File: src/rtl/des_pkg.sv
// Shared constants and helpers for the DES key schedule: PC-1/PC-2 tables,
// the per-round shift schedule and the FSM state type.
// All bit vectors use FIPS 46-3 numbering: FIPS bit n of a W-bit vector sits
// at index [W+1-n] of a [W:1] vector, i.e. FIPS bit 1 is the MSB.
package des_pkg;

  localparam int unsigned KEY_W    = 64;
  localparam int unsigned CD_W     = 56;
  localparam int unsigned HALF_W   = 28;
  localparam int unsigned SUBKEY_W = 48;
  localparam int unsigned IDX_W    = 4;

  typedef enum logic [1:0] {
    IDLE  = 2'd0,
    ROUND = 2'd1,
    DONE  = 2'd2
  } ks_state_e;

  // PC-1: entry i is the key bit (1..64) that becomes CD bit i+1
  localparam int unsigned PC1_TAB [56] = '{
    57, 49, 41, 33, 25, 17,  9,
     1, 58, 50, 42, 34, 26, 18,
    10,  2, 59, 51, 43, 35, 27,
    19, 11,  3, 60, 52, 44, 36,
    63, 55, 47, 39, 31, 23, 15,
     7, 62, 54, 46, 38, 30, 22,
    14,  6, 61, 53, 45, 37, 29,
    21, 13,  5, 28, 20, 12,  4
  };

  // PC-2: entry i is the CD bit (1..56) that becomes subkey bit i+1
  localparam int unsigned PC2_TAB [48] = '{
    14, 17, 11, 24,  1,  5,
     3, 28, 15,  6, 21, 10,
    23, 19, 12,  4, 26,  8,
    16,  7, 27, 20, 13,  2,
    41, 52, 31, 37, 47, 55,
    30, 40, 51, 45, 33, 48,
    44, 49, 39, 56, 34, 53,
    46, 42, 50, 36, 29, 32
  };

  // SHIFT schedule: bit r set means round r rotates by 2, else by 1
  localparam logic [16:1] SHIFT_TWO = 16'b0111_1110_1111_1100;

  function automatic logic [1:0] shift_amt(input logic [4:0] r);
    return SHIFT_TWO[r] ? 2'd2 : 2'd1;
  endfunction

  function automatic logic [CD_W:1] pc1(input logic [KEY_W:1] key);
    logic [CD_W:1] r;
    r = '0;
    for (int unsigned i = 0; i < CD_W; i++)
      r[6'(CD_W - i)] = key[7'(KEY_W + 1 - PC1_TAB[6'(i)])];
    return r;
  endfunction

  function automatic logic [SUBKEY_W:1] pc2(input logic [CD_W:1] cd);
    logic [SUBKEY_W:1] r;
    r = '0;
    for (int unsigned i = 0; i < SUBKEY_W; i++)
      r[6'(SUBKEY_W - i)] = cd[6'(CD_W + 1 - PC2_TAB[6'(i)])];
    return r;
  endfunction

  // Flags any key byte whose parity is even (DES expects odd parity)
  function automatic logic parity_err(input logic [KEY_W:1] key);
    logic e;
    e = 1'b0;
    for (int unsigned b = 0; b < 8; b++)
      e = e | ~(^key[7'(8 * b + 1) +: 8]);
    return e;
  endfunction

endpackage

File: src/rtl/des_cd_rotate.sv
// Combinational rotator for the C and D halves of the DES key schedule.
// One instance serves both halves so they always rotate identically.
// Ports:
//   c, d       28-bit halves, [28:1] with bit 28 = FIPS bit 1
//   amount     rotation amount, 1 or 2
//   dir_right  0 = rotate left {x[27:1],x[28]}, 1 = rotate right
//   c_rot_c    rotated C
//   d_rot_c    rotated D
module des_cd_rotate
  import des_pkg::*;
(
  input  logic [HALF_W:1] c,
  input  logic [HALF_W:1] d,
  input  logic [1:0]      amount,
  input  logic            dir_right,
  output logic [HALF_W:1] c_rot_c,
  output logic [HALF_W:1] d_rot_c
);

  logic two;

  assign two = (amount == 2'd2);

  function automatic logic [HALF_W:1] rot(input logic [HALF_W:1] x,
                                          input logic             by_two,
                                          input logic             right);
    logic [HALF_W:1] r;
    case ({right, by_two})
      2'b00:   r = {x[27:1], x[28]};
      2'b01:   r = {x[26:1], x[28:27]};
      2'b10:   r = {x[1],    x[28:2]};
      default: r = {x[2:1],  x[28:3]};
    endcase
    return r;
  endfunction

  assign c_rot_c = rot(c, two, dir_right);
  assign d_rot_c = rot(d, two, dir_right);

endmodule

File: src/rtl/des_key_schedule.sv
// DES key schedule: expands a 64-bit key into 16 48-bit round subkeys,
// presented one per cycle over a valid/ready handshake.
// Optional feature macro: DES_KEYSCHED_DECRYPT_EN adds the decrypt port and
// reverse-order (K16..K1) generation via right rotation.
// Parameter PARITY_CHECK: nonzero enables odd-parity checking of key bytes.
// Ports:
//   clk, rst       clock, asynchronous active-high reset
//   start, key_in  expansion request and key, sampled only in IDLE
//   decrypt        reverse order request, sampled with start (macro only)
//   busy           high while a sequence is in ROUND or DONE
//   subkey_valid   subkey/round_idx hold a round key
//   subkey_ready   downstream accepts when valid && ready
//   subkey         PC-2 output, FIPS bit n at subkey[49-n]
//   round_idx      position 0..15 of the subkey in the emitted sequence
//   done           one-cycle pulse after the 16th subkey is accepted
//   key_err        registered parity error for the last started key
module des_key_schedule
  import des_pkg::*;
#(
  parameter int unsigned PARITY_CHECK = 0
) (
  input  logic                clk,
  input  logic                rst,
  input  logic                start,
  input  logic [KEY_W:1]      key_in,
`ifdef DES_KEYSCHED_DECRYPT_EN
  input  logic                decrypt,
`endif
  output logic                busy,
  output logic                subkey_valid,
  input  logic                subkey_ready,
  output logic [SUBKEY_W:1]   subkey,
  output logic [IDX_W:1]      round_idx,
  output logic                done,
  output logic                key_err
);

  ks_state_e          state_q, state_d;
  logic [HALF_W:1]    c_q, d_q, c_d, d_d;
  logic [SUBKEY_W:1]  subkey_d;
  logic [IDX_W:1]     idx_d;
  logic               valid_d, done_d, busy_d, key_err_d;
  logic [CD_W:1]      key_cd;
  logic [HALF_W:1]    rot_c_in, rot_d_in, c_rot_c, d_rot_c;
  logic [1:0]         rot_amt;
  logic               rot_right;
`ifdef DES_KEYSCHED_DECRYPT_EN
  logic               dec_q, dec_d;
`endif

  assign key_cd = pc1(key_in);

  // Rotator feed: PC-1 of the incoming key in IDLE, else the held C/D
  always_comb begin
    rot_c_in  = key_cd[56:29];
    rot_d_in  = key_cd[28:1];
    rot_amt   = shift_amt(5'd1);
    rot_right = 1'b0;
    if (state_q != IDLE) begin
      rot_c_in = c_q;
      rot_d_in = d_q;
      rot_amt  = shift_amt(5'(round_idx) + 5'd2);
`ifdef DES_KEYSCHED_DECRYPT_EN
      // Walking back from C16=C0: output r>=2 undoes round 18-r
      if (dec_q) begin
        rot_right = 1'b1;
        rot_amt   = shift_amt(5'd16 - 5'(round_idx));
      end
`endif
    end
  end

  des_cd_rotate u_rotate (
    .c         (rot_c_in),
    .d         (rot_d_in),
    .amount    (rot_amt),
    .dir_right (rot_right),
    .c_rot_c   (c_rot_c),
    .d_rot_c   (d_rot_c)
  );

  // Next-state and registered-output logic
  always_comb begin
    state_d   = state_q;
    c_d       = c_q;
    d_d       = d_q;
    subkey_d  = subkey;
    idx_d     = round_idx;
    valid_d   = subkey_valid;
    done_d    = 1'b0;
    key_err_d = key_err;
`ifdef DES_KEYSCHED_DECRYPT_EN
    dec_d     = dec_q;
`endif
    case (state_q)
      IDLE: begin
        if (start) begin
          c_d = c_rot_c;
          d_d = d_rot_c;
`ifdef DES_KEYSCHED_DECRYPT_EN
          // K16 is PC-2 of the unrotated halves
          dec_d = decrypt;
          if (decrypt) begin
            c_d = key_cd[56:29];
            d_d = key_cd[28:1];
          end
`endif
          subkey_d  = pc2({c_d, d_d});
          idx_d     = '0;
          valid_d   = 1'b1;
          key_err_d = (PARITY_CHECK != 0) && parity_err(key_in);
          state_d   = ROUND;
        end
      end
      ROUND: begin
        if (subkey_ready) begin
          if (round_idx == 4'd15) begin
            valid_d = 1'b0;
            done_d  = 1'b1;
            state_d = DONE;
          end else begin
            c_d      = c_rot_c;
            d_d      = d_rot_c;
            subkey_d = pc2({c_rot_c, d_rot_c});
            idx_d    = round_idx + 4'd1;
          end
        end
      end
      DONE: begin
        state_d = IDLE;
      end
      default: begin
        state_d = IDLE;
      end
    endcase
    busy_d = (state_d != IDLE);
  end

  always_ff @(posedge clk or posedge rst) begin
    if (rst) begin
      state_q      <= IDLE;
      c_q          <= '0;
      d_q          <= '0;
      subkey       <= '0;
      round_idx    <= '0;
      subkey_valid <= 1'b0;
      done         <= 1'b0;
      busy         <= 1'b0;
      key_err      <= 1'b0;
`ifdef DES_KEYSCHED_DECRYPT_EN
      dec_q        <= 1'b0;
`endif
    end else begin
      state_q      <= state_d;
      c_q          <= c_d;
      d_q          <= d_d;
      subkey       <= subkey_d;
      round_idx    <= idx_d;
      subkey_valid <= valid_d;
      done         <= done_d;
      busy         <= busy_d;
      key_err      <= key_err_d;
`ifdef DES_KEYSCHED_DECRYPT_EN
      dec_q        <= dec_d;
`endif
    end
  end

endmodule

File: config.mk
export PLATFORM = sky130hd
export DESIGN_NAME = des_key_schedule
export DESIGN_NICKNAME = d
export VERILOG_FILES = /design/src/rtl/des_pkg.sv /design/src/rtl/des_cd_rotate.sv /design/src/rtl/des_key_schedule.sv
export SDC_FILE = /design/constraint.sdc
export NUM_CORES = 1
export LEC_CHECK = 0
export CAP_MARGIN = 20
export CORE_ASPECT_RATIO = 0.6
export CORE_MARGIN = 1
export CORE_UTILIZATION = 48
export CTS_CLUSTER_DIAMETER = 50
export DETAILED_ROUTE_END_ITERATION = 16
export PLACE_DENSITY = 0.78
export SYNTH_ARGS = -nofsm -noshare
export SYNTH_HDL_FRONTEND = slang
export SYNTH_SLANG_ARGS = --single-unit
File: constraint.sdc
create_clock -name clk -period 2.9 [get_ports clk]
set_input_delay 0.58 -clock clk [delete_from_list [all_inputs] [get_ports clk]]
set_output_delay 0.58 -clock clk [all_outputs]
set_load 0.05 [all_outputs]
; ---- After elaboration in Yosys (flattened, before gate mapping)
; Memories as Yosys holds them, arrays and structs flattened.
; Cells that the tools add are included.
[totals]
n_memories = 1
output_inout_bits = 56
input_bits = 68
wordCells = 60
regBits = 113
rom_bits = 32
[mem_list]
columns = name, depth, word_bits, rd, rd_clocked_by_memory_dff, write_ports, line
row1 = (no name shown), 32, 1, 1, 0, 0, des_pkg.sv:47  ; return SHIFT_TWO[r] ? 2'd2 : 2'd1;
[op_classes]
n_lt_le_gt_ge = 1
n_eq_ne = 7
addsub = 2
muxes = 34
n_reduce_logical = 7
[op_table]
columns = cell, n
row1 = $mux W28, 8
row2 = $pmux W28 S2, 4
row3 = $mux W48, 3
row4 = $pmux W48 S2, 1
row5 = $mux W4, 3
row6 = $mux W2, 5
row7 = $ne A2 B2 Y1 const B, 4
row8 = $pmux W4 S2, 1
row9 = $reduce_and A4 Y1, 2
row10 = $mux W1, 7
row11 = $lt A5 B6 Y1 const B, 1
row12 = $reduce_bool A2 Y1, 3
row13 = $add A4 B2 Y5 const B, 1
row14 = $add A4 B1 Y4 const B, 1
row15 = $eq A4 B4 Y1 const B, 1
row16 = $logic_not A2 Y1, 2
row17 = $pmux W2 S2, 1
row18 = $eq A2 B1 Y1 const B, 1
row19 = $eq A2 B2 Y1 const B, 1
row20 = $pmux W1 S2, 1

; ---- Logic depth before layout (Yosys ltp)
[depth]
word_depth = 11
mapped_depth = 8
depth_no_buf = 5

; ---- Modules after synthesis
; From an unflattened synthesis, not the netlist that was laid out.
[unflattened]
cells_unflattened = 349
hier_area_um2 = 5056.1
[modules_own_cells]
columns = mod, area_per_inst_um2, cells_each, n_inst, seq_area_each_um2
row1 = des_key_schedule, 3638.5, 280, 1, 1626.6
row2 = des_cd_rotate, 1417.6, 69, 1, 0.0

; ---- Least setup slack after synthesis
; OpenSTA, ideal clock, no wires.
[synth_path]
path_type = register to register
start = register round_idx[1] (netlist bit)
end = register round_idx[1] (netlist bit)
setup_slack_ps = 866
t_arrival_ps = 1937
path_buffers = 3
period_less_slack_ps = 2034
required_time_ps = 2803
stages_incl_launch_ff = 9
cell_sequence = dfrtp_1 > ha_1 > and3_1 > buf_2 > a2bb2oi_4 > buf_2 > buf_2 > nand2_1 > o31ai_1
[synth_between]
elab_chain_cells = 4
word_cells_on_any_way = 7
classes_between = add/sub: 1 / eq/ne: 2 / mux: 3 / reduce/logical: 1
[synth_lines]
columns = item, line
row1 = start: declaration, des_key_schedule.sv:33  ; output logic [IDX_W:1] round_idx,
row2 = start signal: assignment, des_key_schedule.sv:158  ; round_idx <= idx_d;
row3 = $add A4 B1 Y4, des_key_schedule.sv:125  ; idx_d = round_idx + 4'd1;
row4 = $mux W4, des_key_schedule.sv:117  ; if (round_idx == 4'd15) begin
row5 = $mux W4, des_key_schedule.sv:116  ; if (subkey_ready) begin
row6 = $pmux W4 S2, des_key_schedule.sv:95  ; case (state_q)
; Parallel ways exist; a longest one is shown, timed or not. The select of a mux whose other input is x is not followed.
; A chain may end at the register's enable or synchronous reset.

; ---- Final worst setup path
[layout_path]
start = register round_idx[1] (netlist bit)
end = output round_idx[1] (netlist bit)
; No word-level cell between the ends.

==> summary.md <==
The flow ran to the end, and the final reports show no timing, DRC or antenna violations. The critical path buffer and inverter count works out to 1. The tree is rooted in a sky130_fd_sc_hd__clkbuf_16. In the final routed layout, each cell accounts on average for 18.7 um. For this run, the register share of the synthesized area comes to 40.1%. The worst path needs 2250 ps of the cycle, external delays included. The layout has 645 filler cells. Dividing the final minimum period by the clock period gives 77.4%. Leaving out fill and tap cells, the most frequent cell in the layout is sky130_fd_sc_hd__clkdlybuf4s50_1.

On the final layout, the worst clock skew is 6.32 ps. The first global-routing pass estimated 17.5 mm of wire. The port buffer count was 114. The tools report the CTS buffer count as 9. Setup repair after global routing left no endpoint under its margin. The post-synthesis net count came out at 492. Ranked by total cell area, the synthesized netlist is headed by sky130_fd_sc_hd__dfrtp_1 40%, sky130_fd_sc_hd__mux2i_1 14%, sky130_fd_sc_hd__o311ai_1 11%. In the routed design, unresolved DRC markers number 0. The core region is 8040 sq um. The number of antenna violations at the first check in global routing was 0; the synthesized flop and latch total was 65. TritonCTS built the clock tree. Entering global routing, the biggest net connects 57 pins. Post-synthesis average cell area: 9.62 sq um.

The kind of cell adding the most delay to the critical path is buffers and inverters. No sink is reached through more buffers than the 2 on the longest clock path. STA classifies the critical path startpoint as a flip-flop.

The fraction of final layout cells sized beyond drive strength 1 is 7.01%. The class of the worst hold path is reg -> reg. Global routing finished with a remaining overflow of 0.

Measured along the y axis, the die boundary spans 73.2 um. The tools report the destination of the worst hold path as d_q[22]. The half-perimeter wire length after placement was 7.09 mm; the final net count was 536. The run gives 3 as the count of H-tree levels built during CTS.

The run gives 29 as the number of distinct standard cells referenced by the synthesized netlist. The biggest area consumer among synthesized cells was sky130_fd_sc_hd__dfrtp_1. The setup check on the worst reg-to-reg path leaves a slack of 770 ps. In this run the remaining antenna-violating nets after routing total 0.

The arrival time of data at the critical path endpoint is 1670 ps, and the area share of the largest cell type after synthesis is 40.1%. STA puts the critical path data required time at 2320 ps. In this run the worst path has a maximum fanout of 7. Walking the worst path, the cells encountered are clkdlybuf4s50_1. The start-to-end type of the worst setup path was reg -> out.

After clock tree synthesis, the clock-pin slew on the worst setup and hold paths is 50 ps. Total power density per cell area: 1110 nW/um^2. Compared with the post-synthesis result, the final layout area differs by 30.3%. The number of cells on the worst reg-to-reg path is 5.

In this run, the number of DRC markers left after iteration 0 of detailed routing was 458. The initialized floorplan defines 25 standard-cell rows. For the pin with the worst max-slew slack, the measured transition is 614 ps.

In the routed layout, each cell is associated on average with a via count of 6.13. The run gives 0 as the number of setup violations in the final report. The die extent in x is 121 um. The gate count after technology mapping came out at 422. Yosys printed 0 warnings. The tools report the number of I/O pins as 124. Setup total negative slack on the finished layout was measured at 0 ps. The run gives 0 as the final-report max-slew violation count. The number of antenna diodes in the final layout is 0.

In the post-route analysis, the smallest setup slack over all paths is 654 ps. The library cells used most frequently in the layout, excluding fill and tap cells, are 114 x sky130_fd_sc_hd__clkdlybuf4s50_1, 65 x sky130_fd_sc_hd__dfrtp_1, 61 x sky130_fd_sc_hd__nand2_1. Summed over all layers, the routed wires come to 10.8 mm. After clock tree synthesis, the repair step resized 0 gates. The worst hold path passes through 2 cells. The number of clock sinks is 65, and the count of max-cap constraint violations is 0.

The worst hold path begins at d_q[22]. The highest achievable clock rate is 0.445 GHz, and the largest voltage drop on the vdd net is 0.738 mV. For the number of endpoints with negative hold slack in the final report, the log shows 0. The leakage power came out at 1.89 nW. Cell with the biggest individual delay on the critical path: sky130_fd_sc_hd__clkdlybuf4s50_1. The launching instance or port of the critical path is round_idx[1]. The logs give 50.5% for the initial standard-cell utilization of the core and 502 ps for the minimum setup slack after placement.

The mapped netlist covers 4060 sq um. For this run, the detailed router's first-pass iteration total came to 5. The tools report the last weighted congestion value of the routability-driven placer as 0.796.

In this run, post-CTS hold repair placed 0 buffers. Clock latency on the worst-skew pair, taken at its later pin, is 330 ps. For the area enclosed by the die boundary, the log shows 8840 sq um. The peak per-stage delay on the critical path is 860 ps. Headroom to the max-slew limit came out at 59.1%. The run gives 3,230 as the number of global-route vias before repair. The count of vias placed by the detailed router is 3,552. In this run the critical register-to-register path is launched from round_idx[2]. The total track usage is 25.8%, and the number of post-CTS setup repair buffers is 0. The endpoint identified for the worst register-to-register timing path is subkey[25]. Endpoint class of the critical path: an output port. The design draws 0.00589 W.
-- metrics by stage --
stage	cells	cell area, sq um	util (%)	hold WS [ps]
global placement	562	4920	61.2	502
CTS	578	5270	65.5	526
finish	579	5290	65.8	528
floorplan	422	4060	-	477
global route	579	5290	65.8	564
detailed placement	562	4920	61.2	508
-- final cells by class --
cell class / instances / area (sq um) / share of cell area (%)
Timing Repair Buffer: 125 / 1270 / 24.1
Clock inverter: 5 / 103 / 1.94
Sequential cell: 65 / 1630 / 30.8
Multi-Input combinational cell: 262 / 1900 / 35.8
Clock buffer: 11 / 243 / 4.59
Tap cell: 108 / 135 / 2.56
Inverter: 3 / 11.3 / 0.213
-- worst min-delay path, stage by stage, from the launching register on --
cell	delay, ps
sky130_fd_sc_hd__dfrtp_1	370
sky130_fd_sc_hd__nand2_1	60
sky130_fd_sc_hd__o311ai_1	60
-- state kept, by name, indices dropped and copies added (netlist names) --
| register | count |
|---|---|
| c_q | 5 |
| d_q | 4 |
| busy | 1 |
| subkey_valid | 1 |
| round_idx | 4 |
| subkey | 47 |
| state_q | 2 |
| done | 1 |
-- cell usage after synthesis --
cell / n
sky130_fd_sc_hd__dfrtp_1: 65
sky130_fd_sc_hd__o21ai_0: 2
sky130_fd_sc_hd__or3_1: 2
sky130_fd_sc_hd__a21oi_1: 5
sky130_fd_sc_hd__nand3_1: 2
sky130_fd_sc_hd__buf_4: 50
sky130_fd_sc_hd__nor2_4: 1
sky130_fd_sc_hd__o31ai_1: 1
sky130_fd_sc_hd__nand4_1: 56
sky130_fd_sc_hd__o311ai_0: 6
sky130_fd_sc_hd__and3_1: 1
sky130_fd_sc_hd__and2_1: 4
sky130_fd_sc_hd__a2bb2oi_4: 1
sky130_fd_sc_hd__buf_2: 22
sky130_fd_sc_hd__inv_1: 3
sky130_fd_sc_hd__nor2b_1: 1
sky130_fd_sc_hd__clkbuf_1: 15
sky130_fd_sc_hd__nor2_1: 5
sky130_fd_sc_hd__ha_1: 2
sky130_fd_sc_hd__nand3b_1: 1
sky130_fd_sc_hd__xnor2_1: 1
sky130_fd_sc_hd__nand2_1: 61
sky130_fd_sc_hd__conb_1: 1
sky130_fd_sc_hd__o311ai_1: 50
sky130_fd_sc_hd__o2bb2ai_1: 1
sky130_fd_sc_hd__buf_6: 1
sky130_fd_sc_hd__o21ai_1: 2
sky130_fd_sc_hd__buf_1: 4
sky130_fd_sc_hd__mux2i_1: 56
-- layer usage --
metal,GRT usage [%],vias up,share of wire (%)
met1,38.5,1712,47
li1,-,1649,-
met5,0,-,0
met2,35.2,180,43
met4,7.13,0,0.77
met3,8.75,11,9.3
-- report_power, final --
part           internal, W  switching, W
combinational      0.00101       0.00212
sequential         0.00118      0.000336
clock             0.000861      0.000385
-- cells by family (layout without fill, tap and decap cells) --
group / count (synthesis) / count (layout) / synth area share [%]
AO/OA/AOI/OAI: 68 / 68 / 14.2
AND/OR/NAND/NOR: 134 / 134 / 16.7
XOR/XNOR: 1 / 1 / 0.216
other: 1 / 1 / 0.0924
multiplexers: 56 / 56 / 13.8
flip-flops: 65 / 65 / 40.1
buffers and inverters: 95 / 144 / 14.3
adder cells (fa/ha/maj): 2 / 2 / 0.616
-- how the worst max path moves through the flow --
stage	depth (start not counted)	slack, ps	endpoint
global placement	5	550	subkey[27]
floorplan	1	690	busy
global route	6	570	d_q[3]
CTS	5	510	subkey[25]
detailed placement	5	500	subkey[28]
finish	1	650	round_idx[1]
No activity file was read; power rests on OpenSTA's default activity.
